==> config.mk <==
export PLATFORM = sky130hd
export DESIGN_NAME = bcd_tick_counter
export DESIGN_NICKNAME = d
export VERILOG_FILES = /design/src/rtl/bcd_tick_counter.sv
export SDC_FILE = /design/constraint.sdc
export NUM_CORES = 1
export LEC_CHECK = 0
export CAP_MARGIN = 20
export CORE_ASPECT_RATIO = 0.9
export CORE_MARGIN = 10
export CORE_UTILIZATION = 46
export CTS_CLUSTER_SIZE = 14
export DETAILED_ROUTE_END_ITERATION = 6
export GPL_ROUTABILITY_DRIVEN = 1
export PLACE_DENSITY_LB_ADDON = 0.12
export REMOVE_ABC_BUFFERS = 1
export SYNTH_ARGS = -nofsm -noshare
export SYNTH_HDL_FRONTEND = slang
export SYNTH_SLANG_ARGS = --single-unit
==> constraint.sdc <==
create_clock -name sys_clk -period 2.2 [get_ports sys_clk]
set_input_delay 0.22 -clock sys_clk [delete_from_list [all_inputs] [get_ports sys_clk]]
set_output_delay 0.22 -clock sys_clk [all_outputs]
set_load 0.005 [all_outputs]
==> src/rtl/bcd_tick_counter.sv <==
// Multi-digit packed BCD up/down counter advanced by a one-clock tick pulse.
// Supports run/pause, sanitising parallel load, and a one-clock wrap pulse.
module bcd_tick_counter #(
   parameter int NUM_DIGITS   = 2,
   parameter int RUN_ON_RESET = 1
) (
   input  logic                    sys_clk,
   input  logic                    sys_reset,
   input  logic                    tick,
   input  logic                    down,
   input  logic                    run_toggle,
   input  logic                    load,
   input  logic [4*NUM_DIGITS-1:0] load_value,
   output logic [4*NUM_DIGITS-1:0] bcd,
   output logic                    running,
   output logic                    wrap
);

   localparam logic RUN_RESET = (RUN_ON_RESET != 0);

   logic [4*NUM_DIGITS-1:0] bcd_q, bcd_d;
   logic                    running_q, running_d;
   logic                    wrap_q, wrap_d;

   logic [4*NUM_DIGITS-1:0] ld_clean;
   logic [4*NUM_DIGITS-1:0] step_val;
   logic [3:0]              dig;
   logic                    chain;
   logic                    step;

   always_comb begin
      ld_clean = '0;
      for (int i = 0; i < NUM_DIGITS; i++) begin
         ld_clean[4*i +: 4] = (load_value[4*i +: 4] > 4'd9) ? 4'd0 : load_value[4*i +: 4];
      end

      // chain carries the carry (up) or borrow (down) from digit to digit;
      // if it survives every digit the step wrapped.
      step_val = '0;
      chain    = 1'b1;
      dig      = '0;
      for (int i = 0; i < NUM_DIGITS; i++) begin
         dig = bcd_q[4*i +: 4];
         if (dig > 4'd9) begin
            step_val[4*i +: 4] = 4'd0;
            chain              = 1'b0;
         end else if (!chain) begin
            step_val[4*i +: 4] = dig;
         end else if (!down) begin
            if (dig == 4'd9) begin
               step_val[4*i +: 4] = 4'd0;
            end else begin
               step_val[4*i +: 4] = dig + 4'd1;
               chain              = 1'b0;
            end
         end else begin
            if (dig == 4'd0) begin
               step_val[4*i +: 4] = 4'd9;
            end else begin
               step_val[4*i +: 4] = dig - 4'd1;
               chain              = 1'b0;
            end
         end
      end

      step   = tick & running_q & ~load;
      bcd_d  = bcd_q;
      wrap_d = 1'b0;
      if (load) begin
         bcd_d = ld_clean;
      end else if (step) begin
         bcd_d  = step_val;
         wrap_d = chain;
      end

      running_d = running_q ^ run_toggle;
   end

   always_ff @(posedge sys_clk) begin
      if (sys_reset) begin
         bcd_q     <= '0;
         wrap_q    <= 1'b0;
         running_q <= RUN_RESET;
      end else begin
         bcd_q     <= bcd_d;
         wrap_q    <= wrap_d;
         running_q <= running_d;
      end
   end

   assign bcd     = bcd_q;
   assign running = running_q;
   assign wrap    = wrap_q;

endmodule
==> out/results.ini, run 1 <==
[routing]
dr.first_iter.drc_count = 37
drt-pass1-iter-count = 4
routed_wl_um = 2520
ant_nets = 0
drc_errors = 0
num_vias = 957
wl_per_cell_um = 16.3
via_per_inst = 6.21
top_layer = met4
wl_met2_um = 1190
wl_met1_um = 1120
wl_met3_um = 192

[yosys]
synth_area_leader_cell = dfxtp_1
avgSynthCellArea_um2 = 7.88
yosysWarnings = 0
synth.distinct_cells = 42
synthCells = 107
synth_simple_gate_area_share_pct = 30.0
synth-seq-cells = 10
synthMuxAreaShare_pct = 0
synth-xor-area-share_pct = 6.23
synthAdderAreaFrac_pct = 0
synth.area.top_cells = dfxtp_1 24%, a21oi_1 6.5%, xnor2_1 4.2%, nor3_1 3.6%, a211oi_1 3.6%
synth_top_family_by_area = compound AO/OA/AOI/OAI gates
yosysSeqAreaShare_pct = 23.7
synth_compound_gate_area_share_pct = 34.0
synth_top_area_share_pct = 23.7
synth_area_um2 = 843

[clocking]
clock_path_buffers = 2
ctsHoldBuffers = 0
clk_pin_slew_worst_paths_ns = 0.06
worstSkewPairLatency_ns = 0.27
cts_tree = yes
cts.repair.resized = 0
cts.sink_count = 10
cts_setup_buffers = 0
numCtsBuffers = 3
root_buffer = clkbuf_4
htreeDepth = 1

[timing]
max_freq_mhz = 551
rsz0062_at_grt = false
finalCritPeriodShare_pct = 82.5
worst_clock_skew_ns = 0.0107
drv_slew = 0
tightestPinTransition_ns = 0.502
setup_tns_ns = 0
holdWs_ns = 0.579
setup_viol = 0
max_slew_margin_pct = 66.5
period_minus_slack_ns = 1.82
finalHoldViolCount = 0

[power]
ir_drop_uv = 363
comb_power_share_pct = 34.2
swShare_pct = 33.2
power_frac_clock_pct = 27.1
intPower_uw = 415
p_seq_share_pct = 38.7
p_per_area_mw_per_mm2 = 548
power_switching_uw = 206
power.leakage_nw = 0.389

[placed_design]
routabilityCongestion = 0.856
numPortBuffers = 23
dp_hpwl_um = 1910

[worst_setup_path]
worst_ep_arrival_time_ns = 1.94
worst-path-buf-inv = 1
cp_slowest_cell = clkdlybuf4s50_1
required_ns = 2.33
start_kind = input pin
end_kind = flip-flop
worstPathCellList = clkdlybuf4s50_1 > or3b_4 > a211o_1 > a21oi_1 > a311oi_1
max_stage_delay_ns = 0.54
crit_fanout = 4
path_class = in -> reg
cpLargestDelayFamily = compound AO/OA/AOI/OAI gates

[grt]
grt_max_degree = 15
grt_first_pass_wirelength_um = 4120
antenna_found_initial = 0
grtUsageTotal_pct = 13.0
grt_overflow = 0
grt_pass1_vias = 940

[floorplanning]
core_mm2 = 0.00170
die_h_um = 60.6
start_util_pct = 49.6
placementRows = 14
fp.dieW_um = 65.1
io_pins = 24
fp.dieArea_mm2 = 0.00395

[outcome]
status = complete, no violations

[worst_hold_path]
min_path_type = in -> reg

[final_layout]
final_nets = 145
drive_gt1_share_pct = 8.46
area_delta_synth_final_pct = 34.4
num_antenna_cells = 0

[run]
cap_viol_max_count = 0

[cell usage in the layout, fill, tap and decap left out, types with 2 or more instances in the layout]
master           synthesis  layout
a21oi_1                 11      11
nor3b_1                  4       4
clkdlybuf4s50_1          0      23
and3b_1                  2       2
nand2_1                  3       3
clkbuf_4                 0       3
nand4_1                  2       2
or3_1                    2       2
nor2_1                   4       4
nand3_1                  3       3
inv_1                    6       6
a211o_1                  2       2
o31ai_1                  4       4
a211oi_1                 4       4
nor3_1                   6       6
a311oi_1                 3       3
xor2_1                   2       2
nand3b_1                 2       2
o21a_1                   2       2
xnor2_1                  4       4
o21ai_0                  4       4
dfxtp_1                 10      10
buf_4                    0       3
[cell families after synthesis]
| kind of cell | count (synthesis) |
|---|---|
| DFF | 10 |
| and+or+nand+nor | 39 |
| AOI/OAI and AO/OA | 39 |
| buffers and inverters | 13 |
| xor gates and xnor gates | 6 |
[through the flow]
step                cell area, um2  instances  total power [mW]  util [%]  setup slack, ns
floorplan                      815        100             0.349         -            0.583
global placement              1100        150             0.451      64.6            0.141
detailed placement            1100        150             0.453      64.6            0.127
CTS                           1130        154             0.624      66.7            0.404
global route                  1130        154             0.663      66.7            0.253
finish                        1130        154             0.621      66.7            0.384
[flip-flops by register name (all words and copies together) (netlist names)]
signal,count
running,1
bcd,8
wrap,1
[worst register-to-register path, delay by kind of cell (launching register included)]
kind	cells	cell delay (ns)
AND/OR/NAND/NOR	1	0.47
AO/OA/AOI/OAI	3	0.76
flip-flops	1	0.44
[power groups by stage]
stage / registers, mW / clock network, mW / logic, mW
after floorplan: 0.234 / 0 / 0.114
after global routing: 0.244 / 0.186 / 0.232
after detailed placement: 0.243 / 0 / 0.210
final: 0.240 / 0.169 / 0.213
after global placement: 0.243 / 0 / 0.208
after CTS: 0.239 / 0.173 / 0.212
[Yosys cell counts]
master,instances
o31ai_1,4
or3_1,2
nand3b_1,2
o2111ai_1,1
nand2b_1,1
nor4bb_1,1
xnor2_1,4
o21ai_0,4
a2111oi_4,1
nand3_1,3
or4b_1,1
nand4_1,2
a21boi_1,1
clkbuf_1,5
and2b_1,1
buf_2,2
nor3_1,6
a21oi_1,11
or4_1,1
or3b_2,1
nor2b_1,1
and2_0,1
o21ai_1,1
a31oi_1,1
or4bb_1,1
a32oi_1,1
xor2_1,2
dfxtp_1,10
o221a_2,1
nand4b_1,1
a311oi_1,3
a31o_1,1
a211o_1,2
nand2_1,3
nor3b_1,4
o41ai_1,1
inv_1,6
a211oi_1,4
and3b_1,2
or3b_4,1
nor2_1,4
o21a_1,2
[path summary, 6_finish.rpt]
check                 from       to  slack [ns]  depth (start not counted)
max                   down   bcd[7]        0.38                          5
min          load_value[0]   bcd[0]        0.58                          3
max reg2reg         bcd[0]   bcd[7]        0.40                          4
min reg2reg        running  running        0.60                          2
[cell type report]
| class | instances | area [um2] |
|---|---|---|
| repair buffers | 26 | 253 |
| clock buffers | 4 | 36.3 |
| multi-input cells | 84 | 592 |
| flip-flops and latches | 10 | 200 |
| well taps | 24 | 30.0 |
| fillers | 156 | 566 |
| inverters | 6 | 22.5 |
[per-layer routing]
| layer | track usage [%] | vias up |
|---|---|---|
| li1 | - | 462 |
| met1 | 14.9 | 453 |
| met2 | 22.3 | 38 |
| met3 | 4.42 | 4 |
| met4 | 4.88 | 0 |
| met5 | 0 | - |
No activity file was read; power rests on OpenSTA's default activity.
==> run 2, diff against run 1 <==
--- a/config.mk
+++ b/config.mk
@@ -8,7 +8,7 @@
 export CAP_MARGIN = 20
 export CORE_ASPECT_RATIO = 0.9
 export CORE_MARGIN = 10
-export CORE_UTILIZATION = 46
+export CORE_UTILIZATION = 42
 export CTS_CLUSTER_SIZE = 14
 export DETAILED_ROUTE_END_ITERATION = 6
 export GPL_ROUTABILITY_DRIVEN = 1
==> constraint.sdc (replaced) <==
create_clock -name sys_clk -period 1.65 [get_ports sys_clk]
set_input_delay 0.165 -clock sys_clk [delete_from_list [all_inputs] [get_ports sys_clk]]
set_output_delay 0.165 -clock sys_clk [all_outputs]
set_load 0.005 [all_outputs]
==> run 2 against run 1 <==
  * Final area grew 11%
  * Worst hold slack got worse by 0.066 ns
  * Non-clock buffer count is 15 higher
  * Via count up 3.7%
  * Critical path depth fell by 1
  * Clock power is essentially flat
  * Sequential share of layout area shrank 1.2 points
  * Sequential power is 25% higher
  * Setup slack lost 0.35 ns
  * Critical endpoint is now bcd[6]
  * Highest routed layer unchanged
==> out/results.ini, run 2 (synthesized netlist as in run 1, its figures left out) <==
[power]
p_per_area_mw_per_mm2 = 661
p_seq_share_pct = 36.3
ir_drop_uv = 427
comb_power_share_pct = 43.3
power_frac_clock_pct = 20.4
intPower_uw = 545
power_switching_uw = 286
swShare_pct = 34.5
power.leakage_nw = 0.471

[floorplanning]
fp.dieArea_mm2 = 0.00420
io_pins = 24
placementRows = 15
core_mm2 = 0.00191
fp.dieW_um = 67.2
die_h_um = 62.5
start_util_pct = 44.1

[worst_setup_path]
path_class = reg -> reg
worst_ep_arrival_time_ns = 1.80
max_stage_delay_ns = 0.47
start_kind = flip-flop
cp_slowest_cell = a2111oi_4
worstPathCellList = or3b_4 > a2111oi_4 > nor3_1 > a311oi_1
required_ns = 1.83
crit_fanout = 4
end_kind = flip-flop

[clocking]
clock_path_buffers = 2
cts.sink_count = 10
htreeDepth = 1
root_buffer = clkbuf_4
numCtsBuffers = 3
cts_tree = yes
ctsHoldBuffers = 0
clk_pin_slew_worst_paths_ns = 0.07
worstSkewPairLatency_ns = 0.27

[routing]
routed_wl_um = 2760
ant_nets = 0
drc_errors = 0
drt-pass1-iter-count = 4
dr.first_iter.drc_count = 55
via_per_inst = 5.87
num_vias = 992
wl_per_cell_um = 16.4

[final_layout]
layout_commonest_cell = clkdlybuf4s50_1
area_delta_synth_final_pct = 49.1
final_nets = 160
mostFrequentLayoutCells = 22 x clkdlybuf4s50_1, 18 x buf_4, 10 x a21oi_1
instances_no_fill = 169
drive_gt1_share_pct = 22.2
largest_reg_flops = 8
num_antenna_cells = 0

[timing]
max_freq_mhz = 617
drv_slew = 0
finalCritPeriodShare_pct = 98.2
setup_viol = 0
max_slew_margin_pct = 68.8
finalHoldViolCount = 0
period_minus_slack_ns = 1.62
tightestPinTransition_ns = 0.463
worst_clock_skew_ns = 0.00567
holdWs_ns = 0.513
rsz0062_at_grt = true

[grt]
grt_max_degree = 16
antenna_found_initial = 0
grt_overflow = 0
grt_pass1_vias = 923
grtUsageTotal_pct = 12.9
grt_first_pass_wirelength_um = 4490

[outcome]
status = complete, no violations

[placed_design]
placed_cells = 165
routabilityCongestion = 0.852
dp_hpwl_um = 2090
numPortBuffers = 23

[worst_hold_path]
min_path_type = in -> reg

[run]
cap_viol_max_count = 0

## run 2: worst max-delay path, delay by kind of cell (launching register included)
family,cells,cell delay [ns]
AO/OA/AOI/OAI,2,0.69
AND/OR/NAND/NOR,2,0.50
flip-flops,1,0.35
## run 2: layer usage
metal | part of all wire [%] | global-route usage (%)
met4 | 0.72 | 2.31
met3 | 9.0 | 3.76
met1 | 44 | 18.4
met2 | 46 | 18.2
met5 | 0 | 0
## run 2: per-stage QoR
stage	worst slack, ns	power [mW]	TNS (ns)	utilization, %	area (um2)
6_report	0.0297	0.831	0	65.7	1260
3_5_place_dp	-0.283	0.648	-1.76	62.9	1200
3_3_place_gp	-0.234	0.639	-1.52	62.9	1200
5_1_grt	-0.0649	0.881	-0.149	65.7	1260
2_1_floorplan	0.0330	0.465	0	-	815
4_1_cts	0.0186	0.818	0	64.2	1230
## run 2: timing repair
action / 4_1_cts / 5_1_grt
pin swaps: 1 / 7
gates resized for setup: 1 / 8
setup buffers: 0 / 1
setup endpoints to repair: 4 / 6
## run 2: area by class of cell
| cell class | instances | area (um2) |
|---|---|---|
| inverter | 6 | 22.5 |
| clock buffer | 3 | 22.5 |
| tap | 25 | 31.3 |
| fill | 184 | 657 |
| multi-input combinational | 84 | 607 |
| sequential | 10 | 206 |
| timing repair buffer | 41 | 368 |
## run 2: final timing paths
path         cells past startpoint      end  slack (ns)           from
min                              3   bcd[0]        0.51  load_value[0]
max                              4   bcd[6]        0.03         bcd[0]
max reg2reg                      4   bcd[6]        0.03         bcd[0]
min reg2reg                      2  running        0.61        running
## run 2: power groups by stage
| stage | combinational (mW) | clock, mW | sequential (mW) |
|---|---|---|---|
| after global placement | 0.337 | 0 | 0.302 |
| final | 0.360 | 0.169 | 0.301 |
| after floorplan | 0.152 | 0 | 0.313 |
| after detailed placement | 0.343 | 0 | 0.305 |
| after CTS | 0.347 | 0.171 | 0.299 |
| after global routing | 0.391 | 0.183 | 0.306 |
